File: config.mk
export PLATFORM = sky130hd
export DESIGN_NAME = conv_mac_engine
export DESIGN_NICKNAME = d
export VERILOG_FILES = /design/src/rtl/conv_mac_engine.sv
export SDC_FILE = /design/constraint.sdc
export NUM_CORES = 2
export LEC_CHECK = 0
export ABC_AREA = 1
export BUFFER_PORTS_ARGS = -buffer_cell sky130_fd_sc_hd__clkbuf_2
export CAP_MARGIN = 20
export CORE_ASPECT_RATIO = 0.6
export CORE_MARGIN = 3
export CORE_UTILIZATION = 65
export DETAILED_ROUTE_END_ITERATION = 8
export GPL_TIMING_DRIVEN = 0
export PLACE_DENSITY = 0.88
export SYNTH_ARGS = -nofsm -noshare
export SYNTH_HDL_FRONTEND = slang
export SYNTH_SLANG_ARGS = --single-unit
File: constraint.sdc
create_clock -name clk -period 5.7 [get_ports clk]
set_input_delay 0.57 -clock clk [delete_from_list [all_inputs] [get_ports clk]]
set_output_delay 0.57 -clock clk [all_outputs]
set_load 0.03 [all_outputs]
File: src/rtl/conv_mac_engine.sv
// Streaming multi-channel conv dot-product engine: a per-channel filter bank,
// a 2-stage multiply/accumulate pipeline and a valid/ready result port.
module conv_mac_engine #(
  parameter int DATA_WIDTH  = 8,
  parameter int FILTER_SIZE = 3,
  parameter int NUM_CH      = 4,
  parameter int ACC_WIDTH   = 2*DATA_WIDTH + $clog2(FILTER_SIZE*FILTER_SIZE)
) (
  input  logic                                          clk,
  input  logic                                          rst,
  input  logic                                          cfg_signed,
  input  logic                                          cfg_relu,
  input  logic                                          w_valid,
  output logic                                          w_ready,
  input  logic [((NUM_CH > 1) ? $clog2(NUM_CH) : 1)-1:0] w_ch,
  input  logic [$clog2(FILTER_SIZE*FILTER_SIZE)-1:0]    w_idx,
  input  logic [DATA_WIDTH-1:0]                         w_data,
  input  logic                                          in_valid,
  output logic                                          in_ready,
  input  logic [DATA_WIDTH-1:0]                         in_data,
  input  logic                                          in_last,
  output logic                                          out_valid,
  input  logic                                          out_ready,
  output logic [NUM_CH*ACC_WIDTH-1:0]                   out_data,
  output logic                                          err_last,
  output logic                                          busy
);

  localparam int TAPS   = FILTER_SIZE * FILTER_SIZE;
  localparam int IDX_W  = $clog2(TAPS);
  localparam int PROD_W = 2 * DATA_WIDTH;
  localparam logic [IDX_W-1:0] LAST_TAP = IDX_W'(TAPS - 1);

  typedef enum logic [1:0] {
    S_IDLE,
    S_ACCUM,
    S_DRAIN,
    S_OUTPUT
  } state_t;

  state_t state, state_next;

  logic [IDX_W-1:0]                    tap;
  logic                                signed_q;
  logic                                relu_q;
  logic                                mode_signed;
  logic                                in_fire;
  logic                                w_fire;
  logic                                start;
  logic                                at_last;
  logic                                s1_valid;
  logic [NUM_CH-1:0][PROD_W-1:0]       s1_prod;
  logic [NUM_CH-1:0][PROD_W-1:0]       prod_next;
  logic [NUM_CH-1:0][ACC_WIDTH-1:0]    acc;
  logic [NUM_CH-1:0][ACC_WIDTH-1:0]    out_q;
  logic                                err_q;
  logic [DATA_WIDTH-1:0]               wbank [NUM_CH][TAPS];

  assign in_ready  = (state == S_IDLE) || (state == S_ACCUM);
  assign w_ready   = (state == S_IDLE);
  assign out_valid = (state == S_OUTPUT);
  assign busy      = (state != S_IDLE);
  assign out_data  = out_q;
  assign err_last  = err_q;

  assign in_fire = in_valid && in_ready;
  assign w_fire  = w_valid && w_ready;
  assign start   = in_fire && (state == S_IDLE);
  assign at_last = (tap == LAST_TAP);

  // Tap 0 is multiplied in the same cycle the mode is latched, so it must see
  // the live configuration; later taps use the latched copy.
  assign mode_signed = (state == S_IDLE) ? cfg_signed : signed_q;

  function automatic logic [PROD_W-1:0] mul(input logic [DATA_WIDTH-1:0] a,
                                            input logic [DATA_WIDTH-1:0] b,
                                            input logic                  sgn);
    logic [PROD_W-1:0] ps;
    logic [PROD_W-1:0] pu;
    ps = $signed({{DATA_WIDTH{a[DATA_WIDTH-1]}}, a}) *
         $signed({{DATA_WIDTH{b[DATA_WIDTH-1]}}, b});
    pu = {{DATA_WIDTH{1'b0}}, a} * {{DATA_WIDTH{1'b0}}, b};
    return sgn ? ps : pu;
  endfunction

  function automatic logic [ACC_WIDTH-1:0] extend(input logic [PROD_W-1:0] p,
                                                  input logic              sgn);
    return sgn ? ACC_WIDTH'($signed(p)) : ACC_WIDTH'(p);
  endfunction

  // ---------------------------------------------------------------- FSM
  always_ff @(posedge clk or negedge rst) begin
    if (!rst) state <= S_IDLE;
    else      state <= state_next;
  end

  always_comb begin
    state_next = state;
    unique case (state)
      S_IDLE:   if (in_fire) state_next = at_last ? S_DRAIN : S_ACCUM;
      S_ACCUM:  if (in_fire && at_last) state_next = S_DRAIN;
      // Wait until the last product has left stage 1 and been accumulated.
      S_DRAIN:  if (!s1_valid) state_next = S_OUTPUT;
      S_OUTPUT: if (out_ready) state_next = S_IDLE;
      default:  state_next = S_IDLE;
    endcase
  end

  // ------------------------------------------------------- control regs
  // NOTE: sequential state uses non-blocking assignments only, so every
  // register samples pre-edge values regardless of statement order.
  always_ff @(posedge clk or negedge rst) begin
    if (!rst) begin
      tap      <= '0;
      signed_q <= 1'b0;
      relu_q   <= 1'b0;
      err_q    <= 1'b0;
    end else begin
      if (in_fire) tap <= at_last ? '0 : tap + 1'b1;
      if (start) begin
        signed_q <= cfg_signed;
        relu_q   <= cfg_relu;
      end
      // Length is set by the counter alone; a misplaced in_last only flags.
      err_q <= in_fire && (in_last != at_last);
    end
  end

  // -------------------------------------------------------- weight bank
  // NOTE: the bank is storage, not state; it has no reset so weights survive
  // a mid-patch abort and it can map onto plain RAM/regfile cells.
  always_ff @(posedge clk) begin
    if (w_fire && (32'(w_ch) < NUM_CH) && (32'(w_idx) < TAPS))
      wbank[w_ch][w_idx] <= w_data;
  end

  // NOTE: every always_comb output gets a value on every path to avoid latches.
  always_comb begin
    prod_next = '0;
    for (int c = 0; c < NUM_CH; c++)
      prod_next[c] = mul(wbank[c][tap], in_data, mode_signed);
  end

  // ------------------------------------------------- MAC pipeline stages
  always_ff @(posedge clk or negedge rst) begin
    if (!rst) begin
      s1_valid <= 1'b0;
      s1_prod  <= '0;
    end else begin
      s1_valid <= in_fire;
      if (in_fire) s1_prod <= prod_next;
    end
  end

  always_ff @(posedge clk or negedge rst) begin
    if (!rst) begin
      acc <= '0;
    end else if (start) begin
      acc <= '0;
    end else if (s1_valid) begin
      for (int c = 0; c < NUM_CH; c++)
        acc[c] <= acc[c] + extend(s1_prod[c], signed_q);
    end
  end

  // -------------------------------------------------- output register
  always_ff @(posedge clk or negedge rst) begin
    if (!rst) begin
      out_q <= '0;
    end else if ((state == S_DRAIN) && !s1_valid) begin
      for (int c = 0; c < NUM_CH; c++)
        out_q[c] <= (signed_q && relu_q && acc[c][ACC_WIDTH-1]) ? '0 : acc[c];
    end
  end

endmodule

==> impl_metrics.env <==
export IMPL_synth_adder_area_share_pct=25.6
export IMPL_crit_path_frequent_cell="sky130_fd_sc_hd__nand2_1"
export IMPL_kind_of_launch_point_of_the_worst_setup_path="register"
export IMPL_synth_enable_flop_cells=288
export IMPL_required_ps=6250
export IMPL_placementRows=71
export IMPL_failing_checks="setup timing"
export IMPL_yosysSeqAreaShare_pct=34.3
export IMPL_finalNetCount=5885
export IMPL_drt_vias_per_instance=6.19
export IMPL_place_gp_congestion=1.01
export IMPL_grt_setup_unrepaired="yes"
export IMPL_y_dimension_of_the_die_um=204
export IMPL_number_of_global_route_vias_before_repair=36500
export IMPL_cp_num_buf_inv=7
export IMPL_clock_latency_ps=620
export IMPL_register_area_mm2=0.0145
export IMPL_yosys_register_bits=522
export IMPL_mapped_cells=4993
export IMPL_min_path_type="in2reg"
export IMPL_ys_flop_type="sky130_fd_sc_hd__edfxtp_1"
export IMPL_synth_top_family_by_area="adder cells"
export IMPL_synth_area_leader_cell="sky130_fd_sc_hd__edfxtp_1"
export IMPL_final_period_utilization_pct=103
export IMPL_detailedRoute_firstPassIterationCount=7
export IMPL_avgSynthCellArea_um2=8.47
export IMPL_cts_tree="yes"
export IMPL_synth_most_common_cell="sky130_fd_sc_hd__nand2_1"
export IMPL_post_drt_wl_per_cell_um=22.2
export IMPL_worst_slack_ps=-156
export IMPL_grt_ovfl_total=0
export IMPL_crit_slowest_cell="sky130_fd_sc_hd__fa_1"
export IMPL_drive_gt1_share_pct=12.3
export IMPL_compound_cell_area_share_of_the_yosys_netlist_pct=10.3
export IMPL_synthToLayoutAreaGrowth_pct=11.1
export IMPL_fp_dieArea_mm2=0.0682
export IMPL_grt_first_pass_wirelength_mm=204
export IMPL_drt_wl_total_mm=135
export IMPL_antenna_violations_before_repair=5
export IMPL_critical_path_max_fanout=10
export IMPL_cp_arrival_ps=6400
export IMPL_timing_max_cap_violations=0
export IMPL_async_reset_ff_share_pct=44.8
export IMPL_design_portCount=115
export IMPL_detailedPlacementHpwl_mm=103
export IMPL_floorplan_core_area_mm2=0.0635
export IMPL_final_max_slew_violation_count=0
export IMPL_synth_top_cells_by_area="sky130_fd_sc_hd__edfxtp_1 (20%), sky130_fd_sc_hd__fa_1 (16%), sky130_fd_sc_hd__dfrtp_1 (14%)"
export IMPL_total_of_buffers_placed_on_input_and_output_ports=113
export IMPL_drt_iter0_drc=5962
export IMPL_clk_pin_slew_worst_paths_ps=70
export IMPL_outcome="complete, but fails checks"
export IMPL_worstSetupPathType="reg2reg"
export IMPL_worstSetupEndpointType="register"
export IMPL_worst_pin_slew_ps=1310
export IMPL_post_synthesis_cell_type_count=51
export IMPL_syn_num_nets=5681
export IMPL_report_final_setup_viol=6
export IMPL_report_final_hold_viol_count=0
export IMPL_slew_headroom_pct=12.9
export IMPL_vias=37600
export IMPL_final_core_utilization_pct=73.9
export IMPL_floorplan_initialDensity_pct=66.5
export IMPL_max_freq_ghz=0.171
export IMPL_cts_sinks=522
export IMPL_synth_xor_area_share_pct=0.704
export IMPL_post_synth_and_or_nand_nor_area_fraction_pct=19.1
export IMPL_yosysTopAreaCellShare_pct=20.5
export IMPL_tritoncts_num_buffers=47
export IMPL_yosys_warning_count=0
export IMPL_multi_input_comb_area_mm2=0.0245
export IMPL_clock_skew_final_ps=27.3
export IMPL_largest_net_degree_at_the_start_of_global_routing=109
export IMPL_final_fill_count=4431
export IMPL_final_min_clock_period_ps=5860
export IMPL_drtAntennaViolNets=0
export IMPL_cts_buffer_depth=3
export IMPL_yosys_top_cells_count="sky130_fd_sc_hd__nand2_1 (978), sky130_fd_sc_hd__inv_1 (857), sky130_fd_sc_hd__nor2_1 (578)"
export IMPL_cts_max_level=2
export IMPL_critical_path_top_delay_family="adder cells"
export IMPL_die_x_um=335
export IMPL_root_cell_of_the_clock_tree="sky130_fd_sc_hd__clkbuf_16"
export IMPL_share_of_cell_area_taken_by_muxes_after_synthesis_pct=0.0533
export IMPL_track_usage_pct=39.1
export IMPL_critPathMaxStageDelay_ps=550
export IMPL_synth_cell_area_mm2=0.0423
export IMPL_drc_errors=0
[worst paths after layout]
kind | slack (ps) | depth (start not counted) | endpoint | start
min reg2reg | 480 | 2 | out_data[69] | out_data[69]
max in group asynchronous | 4390 | 3 | acc[76] | rst
min | 160 | 2 | err_last | in_last
min in group asynchronous | 410 | 2 | out_data[24] | rst
max | -160 | 27 | s1_prod[31] | tap[0]
max reg2reg | -160 | 27 | s1_prod[31] | tap[0]
[final cells by class]
| cell class | count | area share (%) |
|---|---|---|
| tap | 839 | 2.24 |
| inverter | 928 | 7.51 |
| clock buffer | 57 | 2.63 |
| timing repair buffer | 156 | 2.09 |
| clock inverter | 30 | 0.661 |
| antenna | 5 | 0.0266 |
| buffer | 136 | 1.78 |
| multi-input combinational | 3406 | 52.2 |
| sequential | 522 | 30.9 |
[layout by cell type (no fill, tap or decap), drive strengths merged, types with 9 or more instances in the layout]
| cell | count |
|---|---|
| clkbuf | 237 |
| o22ai | 21 |
| inv | 925 |
| a21oi | 226 |
| a21o | 14 |
| nor3 | 12 |
| o211ai | 18 |
| dfrtp | 234 |
| ha | 314 |
| nand3 | 279 |
| nor2 | 599 |
| a31oi | 20 |
| nand4 | 38 |
| fa | 344 |
| o221ai | 49 |
| edfxtp | 288 |
| o21a | 9 |
| o21ai | 372 |
| clkinv | 27 |
| nand3b | 9 |
| xnor2 | 20 |
| xor2 | 14 |
| buf | 111 |
| o21bai | 10 |
| nand2 | 1008 |
[cell families after synthesis]
group,Yosys count
compound gates,754
xor+xnor,34
fa+ha+maj,658
buf+inv,1065
flops,522
mux,2
simple gates,1958
[layer usage]
metal | part of all wire (%) | vias up | global-route usage [%]
li1 | - | 16400 | -
met1 | 39 | 17800 | 56.5
met2 | 40 | 2938 | 53.6
met3 | 19 | 434 | 17.5
met4 | 2.9 | 2 | 9.96
met5 | 0.040 | - | 0.567
[sequential cells by signal, summed over array words and instances, names as in the netlist]
name	count
err_last	1
relu_q	1
signed_q	1
out_data	80
s1_prod	64
state	2
wbank	288
tap	4
s1_valid	1
acc	80
[metrics by stage]
stage	hold WS, ps	instances	area [um^2]	setup TNS, ps	setup slack [ps]
6_report	160	6079	47000	-449	-156
5_1_grt	174	6078	46900	-1680	-204
4_1_cts	142	6044	45900	0	10.1
3_5_place_dp	466	5947	43900	-8630	-604
3_3_place_gp	463	5945	43900	-169300	-739
2_1_floorplan	274	4993	42300	0	807
[timing repair]
item                                   CTS  global route
endpoints found under the hold margin   26             0
setup endpoints to repair               32            32
hold buffers                             1             0
resized for setup                       87           236
pin swaps                               17            57
setup buffers                           10            27
gates cloned                             0             1
Power is left out: the tool's default activity adds up to more than one toggle a clock period on the data nets, which glitch-free logic cannot reach.
